===== config.mk =====
export PLATFORM = sky130hd
export DESIGN_NAME = alu_op_driver_flat
export DESIGN_NICKNAME = d
export VERILOG_FILES = /design/src/rtl/alu_op_if.sv /design/src/rtl/alu_op_driver.sv /design/src/flat_wrapper.sv
export SDC_FILE = /design/constraint.sdc
export NUM_CORES = 1
export LEC_CHECK = 0
export ABC_AREA = 0
export BUFFER_PORTS_ARGS = -buffer_cell sky130_fd_sc_hd__buf_2
export CORE_AREA = 5 5 179 181
export CTS_CLUSTER_DIAMETER = 60
export DETAILED_ROUTE_END_ITERATION = 16
export DIE_AREA = 0 0 184 186
export GPL_TIMING_DRIVEN = 0
export HOLD_SLACK_MARGIN = 0.1
export PLACE_DENSITY = 0.78
export SYNTH_ARGS = -nofsm -noshare
export SYNTH_HDL_FRONTEND = slang
export SYNTH_SLANG_ARGS = --single-unit

===== constraint.sdc =====
create_clock -name clk -period 2.5 [get_ports clk]
set_input_delay 0.5 -clock clk [delete_from_list [all_inputs] [get_ports clk]]
set_output_delay 0.5 -clock clk [all_outputs]
set_load 0.005 [all_outputs]

===== src/rtl/alu_op_if.sv =====
// ---------------------------------------------------------------------------
// alu_op_if
//   Bundles the three channels around the ALU operand driver:
//     cmd_*  : command handshake from decode (valid/ready plus fields)
//     alu_*  : operands/funct out to the combinational ALU, result/flag back
//     rsp_*  : result handshake to the consumer (valid/ready plus payload)
//   master : the driver side (alu_op_driver)
//   slave  : the environment side (decode, ALU, consumer)
// Parameters
//   DATA_W  operand/result width
//   REG_AW  register index width
// ---------------------------------------------------------------------------
interface alu_op_if #(
  parameter int DATA_W = 32,
  parameter int REG_AW = 3
);
  logic              cmd_valid;
  logic              cmd_ready;
  logic [3:0]        cmd_funct;
  logic [REG_AW-1:0] cmd_rd;
  logic [REG_AW-1:0] cmd_rs;
  logic [REG_AW-1:0] cmd_rt;
  logic              cmd_use_imm;
  logic [DATA_W-1:0] cmd_imm;

  logic [DATA_W-1:0] alu_a;
  logic [DATA_W-1:0] alu_b;
  logic [3:0]        alu_funct;
  logic [DATA_W-1:0] alu_out;
  logic              alu_flagz;

  logic              rsp_valid;
  logic              rsp_ready;
  logic [DATA_W-1:0] rsp_data;
  logic              rsp_zero;
  logic              rsp_err;

  modport master (
    input  cmd_valid, cmd_funct, cmd_rd, cmd_rs, cmd_rt, cmd_use_imm, cmd_imm,
    output cmd_ready,
    output alu_a, alu_b, alu_funct,
    input  alu_out, alu_flagz,
    output rsp_valid, rsp_data, rsp_zero, rsp_err,
    input  rsp_ready
  );

  modport slave (
    output cmd_valid, cmd_funct, cmd_rd, cmd_rs, cmd_rt, cmd_use_imm, cmd_imm,
    input  cmd_ready,
    input  alu_a, alu_b, alu_funct,
    output alu_out, alu_flagz,
    input  rsp_valid, rsp_data, rsp_zero, rsp_err,
    output rsp_ready
  );
endinterface


===== src/rtl/alu_op_driver.sv =====
// ---------------------------------------------------------------------------
// alu_op_driver
//   Initiator side of the ALU operand/funct interface. Accepts one command per
//   handshake, reads operands from an internal register file (r0 hard-wired to
//   zero), drives the combinational ALU with registered A/B/funct, captures the
//   result and zero flag, writes the result back to rd and returns it on the
//   response handshake. One command in flight: IDLE -> ISSUE -> CAPTURE -> RESP.
//
// Ports
//   clk    rising-edge clock
//   rst_n  asynchronous, active-low reset (clears state, outputs, registers)
//   bus    alu_op_if.master: cmd_* (in, ready out), alu_* (to/from ALU),
//          rsp_* (out, ready in)
//
// Optional feature
//   ALU_DRV_FUNCT_CHECK_EN : when defined, funct >= 9 is flagged illegal; the
//   ALU is still driven, but the result is not written back and the response
//   carries rsp_data=0, rsp_zero=1, rsp_err=1. When undefined, rsp_err is 0
//   and any funct result is written back and returned as-is.
// ---------------------------------------------------------------------------
module alu_op_driver #(
  parameter int DATA_W = 32,
  parameter int REG_AW = 3
) (
  input  logic        clk,
  input  logic        rst_n,
  alu_op_if.master    bus
);

  localparam int NREGS = 2 ** REG_AW;

  typedef enum logic [1:0] {
    IDLE    = 2'd0,
    ISSUE   = 2'd1,
    CAPTURE = 2'd2,
    RESP    = 2'd3
  } state_t;

  state_t            state;
  state_t            state_nxt;

  logic [DATA_W-1:0] regs [NREGS];

  logic [DATA_W-1:0] alu_a_q;
  logic [DATA_W-1:0] alu_b_q;
  logic [3:0]        funct_q;
  logic [REG_AW-1:0] rd_q;
  logic [DATA_W-1:0] rsp_data_q;
  logic              rsp_zero_q;
  logic              rsp_err_q;

  logic              accept;
  logic              capture_en;
  logic              illegal;
  logic              wr_en;
  logic [DATA_W-1:0] rs_val;
  logic [DATA_W-1:0] rt_val;

  // r0 is never written, so a plain array read already returns 0 for it.
  assign rs_val = regs[bus.cmd_rs];
  assign rt_val = regs[bus.cmd_rt];

`ifdef ALU_DRV_FUNCT_CHECK_EN
  assign illegal = (funct_q >= 4'd9);
`else
  assign illegal = 1'b0;
`endif

  assign wr_en = capture_en && (rd_q != '0) && !illegal;

  // State register
  always_ff @(posedge clk or negedge rst_n) begin
    if (!rst_n) begin
      state <= IDLE;
    end else begin
      state <= state_nxt;
    end
  end

  // Next-state and per-state strobes
  always_comb begin
    state_nxt  = state;
    accept     = 1'b0;
    capture_en = 1'b0;
    case (state)
      IDLE: begin
        if (bus.cmd_valid) begin
          accept    = 1'b1;
          state_nxt = ISSUE;
        end
      end
      ISSUE: begin
        state_nxt = CAPTURE;
      end
      CAPTURE: begin
        capture_en = 1'b1;
        state_nxt  = RESP;
      end
      RESP: begin
        if (bus.rsp_ready) begin
          state_nxt = IDLE;
        end
      end
      default: begin
        state_nxt = IDLE;
      end
    endcase
  end

  // Operand issue: A/B/funct are registered at accept and then held until the
  // next accepted command, so the ALU inputs never toggle between commands.
  always_ff @(posedge clk or negedge rst_n) begin
    if (!rst_n) begin
      alu_a_q <= '0;
      alu_b_q <= '0;
      funct_q <= '0;
      rd_q    <= '0;
    end else if (accept) begin
      alu_a_q <= rs_val;
      alu_b_q <= bus.cmd_use_imm ? bus.cmd_imm : rt_val;
      funct_q <= bus.cmd_funct;
      rd_q    <= bus.cmd_rd;
    end
  end

  // Result capture: taken once in CAPTURE and held through RESP.
  always_ff @(posedge clk or negedge rst_n) begin
    if (!rst_n) begin
      rsp_data_q <= '0;
      rsp_zero_q <= 1'b0;
      rsp_err_q  <= 1'b0;
    end else if (capture_en) begin
      rsp_data_q <= illegal ? '0 : bus.alu_out;
      rsp_zero_q <= illegal ? 1'b1 : bus.alu_flagz;
      rsp_err_q  <= illegal;
    end
  end

  // Register file writeback; the write lands before the next command can be
  // accepted, so back-to-back commands see each other's results.
  always_ff @(posedge clk or negedge rst_n) begin
    if (!rst_n) begin
      for (int i = 0; i < NREGS; i++) begin
        regs[i] <= '0;
      end
    end else if (wr_en) begin
      regs[rd_q] <= bus.alu_out;
    end
  end

  assign bus.cmd_ready = (state == IDLE);
  assign bus.rsp_valid = (state == RESP);
  assign bus.alu_a     = alu_a_q;
  assign bus.alu_b     = alu_b_q;
  assign bus.alu_funct = funct_q;
  assign bus.rsp_data  = rsp_data_q;
  assign bus.rsp_zero  = rsp_zero_q;
  assign bus.rsp_err   = rsp_err_q;

endmodule

===== src/flat_wrapper.sv =====
// flat-port wrapper written by rule: the top's interface ports become plain ports
module alu_op_driver_flat 
#(
  parameter int DATA_W = 32,
  parameter int REG_AW = 3
)
  (clk, rst_n, bus_cmd_valid, bus_cmd_funct, bus_cmd_rd, bus_cmd_rs, bus_cmd_rt, bus_cmd_use_imm, bus_cmd_imm, bus_cmd_ready, bus_alu_a, bus_alu_b, bus_alu_funct, bus_alu_out, bus_alu_flagz, bus_rsp_valid, bus_rsp_data, bus_rsp_zero, bus_rsp_err, bus_rsp_ready);
  alu_op_if #(.DATA_W(DATA_W), .REG_AW(REG_AW)) bus_i ();
  input  logic clk;
  input  logic rst_n;
  input wire logic [$bits(bus_i.cmd_valid)-1:0] bus_cmd_valid;
  input wire logic [$bits(bus_i.cmd_funct)-1:0] bus_cmd_funct;
  input wire logic [$bits(bus_i.cmd_rd)-1:0] bus_cmd_rd;
  input wire logic [$bits(bus_i.cmd_rs)-1:0] bus_cmd_rs;
  input wire logic [$bits(bus_i.cmd_rt)-1:0] bus_cmd_rt;
  input wire logic [$bits(bus_i.cmd_use_imm)-1:0] bus_cmd_use_imm;
  input wire logic [$bits(bus_i.cmd_imm)-1:0] bus_cmd_imm;
  output wire logic [$bits(bus_i.cmd_ready)-1:0] bus_cmd_ready;
  output wire logic [$bits(bus_i.alu_a)-1:0] bus_alu_a;
  output wire logic [$bits(bus_i.alu_b)-1:0] bus_alu_b;
  output wire logic [$bits(bus_i.alu_funct)-1:0] bus_alu_funct;
  input wire logic [$bits(bus_i.alu_out)-1:0] bus_alu_out;
  input wire logic [$bits(bus_i.alu_flagz)-1:0] bus_alu_flagz;
  output wire logic [$bits(bus_i.rsp_valid)-1:0] bus_rsp_valid;
  output wire logic [$bits(bus_i.rsp_data)-1:0] bus_rsp_data;
  output wire logic [$bits(bus_i.rsp_zero)-1:0] bus_rsp_zero;
  output wire logic [$bits(bus_i.rsp_err)-1:0] bus_rsp_err;
  input wire logic [$bits(bus_i.rsp_ready)-1:0] bus_rsp_ready;
  assign bus_i.cmd_valid = bus_cmd_valid;
  assign bus_i.cmd_funct = bus_cmd_funct;
  assign bus_i.cmd_rd = bus_cmd_rd;
  assign bus_i.cmd_rs = bus_cmd_rs;
  assign bus_i.cmd_rt = bus_cmd_rt;
  assign bus_i.cmd_use_imm = bus_cmd_use_imm;
  assign bus_i.cmd_imm = bus_cmd_imm;
  assign bus_cmd_ready = bus_i.cmd_ready;
  assign bus_alu_a = bus_i.alu_a;
  assign bus_alu_b = bus_i.alu_b;
  assign bus_alu_funct = bus_i.alu_funct;
  assign bus_i.alu_out = bus_alu_out;
  assign bus_i.alu_flagz = bus_alu_flagz;
  assign bus_rsp_valid = bus_i.rsp_valid;
  assign bus_rsp_data = bus_i.rsp_data;
  assign bus_rsp_zero = bus_i.rsp_zero;
  assign bus_rsp_err = bus_i.rsp_err;
  assign bus_i.rsp_ready = bus_rsp_ready;
  alu_op_driver #(.DATA_W(DATA_W), .REG_AW(REG_AW)) u_core (.clk(clk), .rst_n(rst_n), .bus(bus_i));
endmodule

==> results.sh <==
export IMPL_ys_seq_area_share_pct=51.30
export IMPL_grt_pass1_vias=13439
export IMPL_dr_pass1_iters=7
export IMPL_io_buffers=182
export IMPL_period_needed_ns=2.305
export IMPL_swShare_pct=32.82
export IMPL_p_seq_share_pct=43.2
export IMPL_gr_total_overflow=0
export IMPL_r2r_cells=7
export IMPL_cp_required_ns=2.95
export IMPL_min_to="u_core.bus.alu_funct[0]"
export IMPL_synthDistinctLibCells=32
export IMPL_clk_latency_ns=0.53
export IMPL_syn_nets=1510
export IMPL_cts_root_buf="clkbuf_16"
export IMPL_crit_fanout=10
export IMPL_synth_warnings=0
export IMPL_grt_pass1_wl_um=79320
export IMPL_p_per_area_mw_per_mm2=1184
export IMPL_drt_wl_total_um=52240
export IMPL_postCtsSetupBuffers=0
export IMPL_fin_crit_sh_pct=92.19
export IMPL_switchingPower_uw=7978
export IMPL_clock_path_buffers=3
export IMPL_nFillCells=2221
export IMPL_seq_area_mm2=0.009059
export IMPL_die_w_um=184
export IMPL_finalNonFillerCells=2075
export IMPL_die_y_um=186
export IMPL_p_leak_uw=0.009782
export IMPL_rows=64
export IMPL_hp_class="in2reg"
export IMPL_syn_avg_cell_area_um2=12.41
export IMPL_status="finished, final reports clean"
export IMPL_multi_input_area_mm2=0.007818
export IMPL_rrSetupSlack_ns=0.20
export IMPL_yosysTopAreaCellShare_pct=51.30
export IMPL_finalHoldViolCount=0
export IMPL_cts_inserted_buffers=38
export IMPL_htreeDepth=2
export IMPL_worstHoldStart="bus_cmd_funct[0]"
export IMPL_drive_gt1_share_pct=35.28
export IMPL_cts_sinks=362
export IMPL_ys_ff_latch=362
export IMPL_grt_use_total_pct=30.31
export IMPL_nNetsFinal=1736
export IMPL_start_kind="flop"
export IMPL_cp_data_arrival_time_ns=2.75
export IMPL_drtIter0Drc=1358
export IMPL_endpoint_kind="flop"
export IMPL_drc=0
export IMPL_power_uw=24310
export IMPL_maxCapViolCount=0
export IMPL_p_int_uw=16330
export IMPL_max_freq_ghz=0.4339
export IMPL_dp_hpwl_um=35270
export IMPL_io_pins=187
export IMPL_synth_area_mm2=0.01766
export IMPL_slew_headroom_pct=45.10
export IMPL_clk_pin_slew_ns=0.06
export IMPL_p_comb_share_pct=31.9
export IMPL_path_class="reg2reg"
export IMPL_netlist_instances=1423
export IMPL_setup_viol=0
export IMPL_synth_top_cell_by_area="dfrtp_1"
export IMPL_via_per_inst=6.282
export IMPL_fp_coreArea_mm2=0.03027
export IMPL_area_growth_pct=16.32
export IMPL_vias=13036
export IMPL_clockPowerShare_pct=24.8
export IMPL_hold_path_cell_count=3
export IMPL_reg2reg_from="u_core.state[0]"
export IMPL_grt_setup_unrepaired="false"
export IMPL_utilization_pct=67.85
export IMPL_cts_tree="done"
export IMPL_die_area_mm2=0.03422
export IMPL_ir_drop_v=0.0007491
export IMPL_maxSlewViolCount=0
export IMPL_place_congestion=0.9400
export IMPL_synthTopCellsByArea="dfrtp_1 51%, mux2_2 15%, mux2i_1 15%"
export IMPL_start_util_pct=58.33
export IMPL_ant_nets=0
export IMPL_wire_per_inst_um=25.18
export IMPL_r2r_end="u_core.bus.alu_a[7]"
export IMPL_clock_skew_ns=0.01130
export IMPL_grt_start_max_net_pins=114
export IMPL_worstMarginPinSlew_ns=0.8235
export IMPL_placedCellCount=2004
export IMPL_antenna_found_initial=3
-- placed cells by master (no fill, tap or decap), types with 2 or more instances in the layout --
| cell type | instances |
|---|---|
| and4bb_1 | 2 |
| clkbuf_16 | 41 |
| mux2i_1 | 256 |
| and2_1 | 2 |
| ha_1 | 4 |
| clkbuf_1 | 56 |
| clkbuf_2 | 4 |
| a21oi_1 | 19 |
| nand4b_4 | 3 |
| dfrtp_1 | 362 |
| buf_6 | 11 |
| clkbuf_8 | 13 |
| nand2_1 | 101 |
| a22oi_1 | 92 |
| bufinv_16 | 3 |
| mux2_1 | 7 |
| nor2b_1 | 4 |
| mux2_4 | 8 |
| nand2b_1 | 2 |
| clkinvlp_4 | 2 |
| buf_1 | 2 |
| buf_2 | 218 |
| buf_16 | 3 |
| nor2_1 | 20 |
| nand3b_1 | 18 |
| clkbuf_4 | 3 |
| o21ai_0 | 18 |
| clkinv_2 | 6 |
| o22ai_1 | 37 |
| mux2_2 | 243 |
| nand3_1 | 74 |
| inv_1 | 4 |
| buf_4 | 29 |
-- sequential cells by signal (all words and copies together) (netlist names) --
signal,cells
u_core.bus.alu_a,32
u_core.bus.alu_b,32
u_core.bus.alu_funct,4
u_core.bus.rsp_data,32
u_core.bus.rsp_zero,1
u_core.rd_q,3
u_core.regs,256
u_core.state,2
-- per-stage QoR --
stage	instance area, um2	TNS, ns	worst slack, ns	hold slack [ns]
2_1_floorplan	17660	0	0.8786	0.2044
5_1_grt	20540	0	0.1780	0.1634
6_report	20540	0	0.1954	0.1638
4_1_cts	20530	0	0.07834	0.1521
3_3_place_gp	19060	-2126.63	-5.898	0.4535
3_5_place_dp	19160	-1.013	-0.1937	0.4587
-- layout make-up --
cell class                 instances  area share [%]
antenna                            1         0.01218
inverter                           4         0.07310
timing repair buffer             186           4.935
multi-input combinational        918           38.06
tap                              396           2.412
buffer                           139           3.777
sequential                       362           44.11
clock buffer                      57           5.921
clock inverter                    12          0.7006
-- power groups by stage --
stage                     clock network (uW)  registers (uW)  logic, uW
after floorplan                            0           10000       5240
after global placement                     0           10300       7390
after detailed placement                   0           10500       7720
after CTS                               6100           10400       7770
after global routing                    6360           10800       8500
final                                   6040           10500       7760
-- cells in the mapped netlist --
| cell type | count |
|---|---|
| inv_1 | 4 |
| a21oi_1 | 19 |
| nor3_1 | 1 |
| buf_4 | 29 |
| clkbuf_1 | 57 |
| mux2_1 | 7 |
| o21ai_0 | 18 |
| buf_2 | 37 |
| and2_0 | 1 |
| and4bb_1 | 2 |
| buf_6 | 11 |
| a22oi_1 | 92 |
| nor2_1 | 21 |
| conb_1 | 1 |
| nand4_1 | 1 |
| nor3_4 | 1 |
| o22ai_1 | 37 |
| and2_1 | 2 |
| mux2_2 | 243 |
| buf_1 | 2 |
| nand3_1 | 74 |
| nor2b_1 | 4 |
| clkbuf_4 | 3 |
| nand2_1 | 102 |
| nand2b_1 | 2 |
| nand4b_4 | 3 |
| nand3b_1 | 18 |
| or2_1 | 1 |
| mux2_4 | 8 |
| mux2i_1 | 256 |
| ha_1 | 4 |
| dfrtp_1 | 362 |
-- critical path, cell delays in order (launching register included) --
cell and delay, ns:
dfrtp_1 0.38, inv_1 0.14, ha_1 0.25, and2_1 0.15, buf_2 0.22, buf_1 0.65, nand3_1 0.29, nand2_1 0.13
-- kinds of logic after synthesis --
| family | count (synthesis) | synth area share, % |
|---|---|---|
| other | 1 | 0.02124 |
| AO/OA/AOI/OAI | 166 | 6.271 |
| buffers and inverters | 143 | 4.450 |
| AND/OR/NAND/NOR | 233 | 6.534 |
| flip-flops | 362 | 51.30 |
| adder cells (fa/ha/maj) | 4 | 0.2835 |
| multiplexers | 514 | 31.14 |
-- layer usage --
metal	routed length, um	up-vias	global-route usage, %
met2	23650	719	46.45
met5	31	-	0
met4	2055	4	12.42
met1	21410	6540	41.65
met3	5084	161	7.641
li1	-	5612	-
-- how the worst max path moves through the flow --
stage	from	endpoint	slack [ns]	cells past startpoint
floorplan	u_core.state[0]	u_core.regs[194]	0.88	6
global placement	rst_n	u_core.bus.rsp_data[13]	-5.90	1
detailed placement	u_core.state[0]	u_core.bus.alu_b[27]	-0.19	7
CTS	u_core.state[0]	u_core.bus.alu_b[27]	0.08	7
global route	u_core.state[0]	u_core.bus.alu_a[7]	0.18	7
finish	u_core.state[0]	u_core.bus.alu_a[7]	0.20	7
-- repair_timing --
item | in CTS | in global routing
gates resized for setup | 3 | 4
hold endpoints to repair | 73 | 0
hold buffers | 1 | 0
setup endpoints to repair | 30 | 29
(Power assumes the default switching activity.)
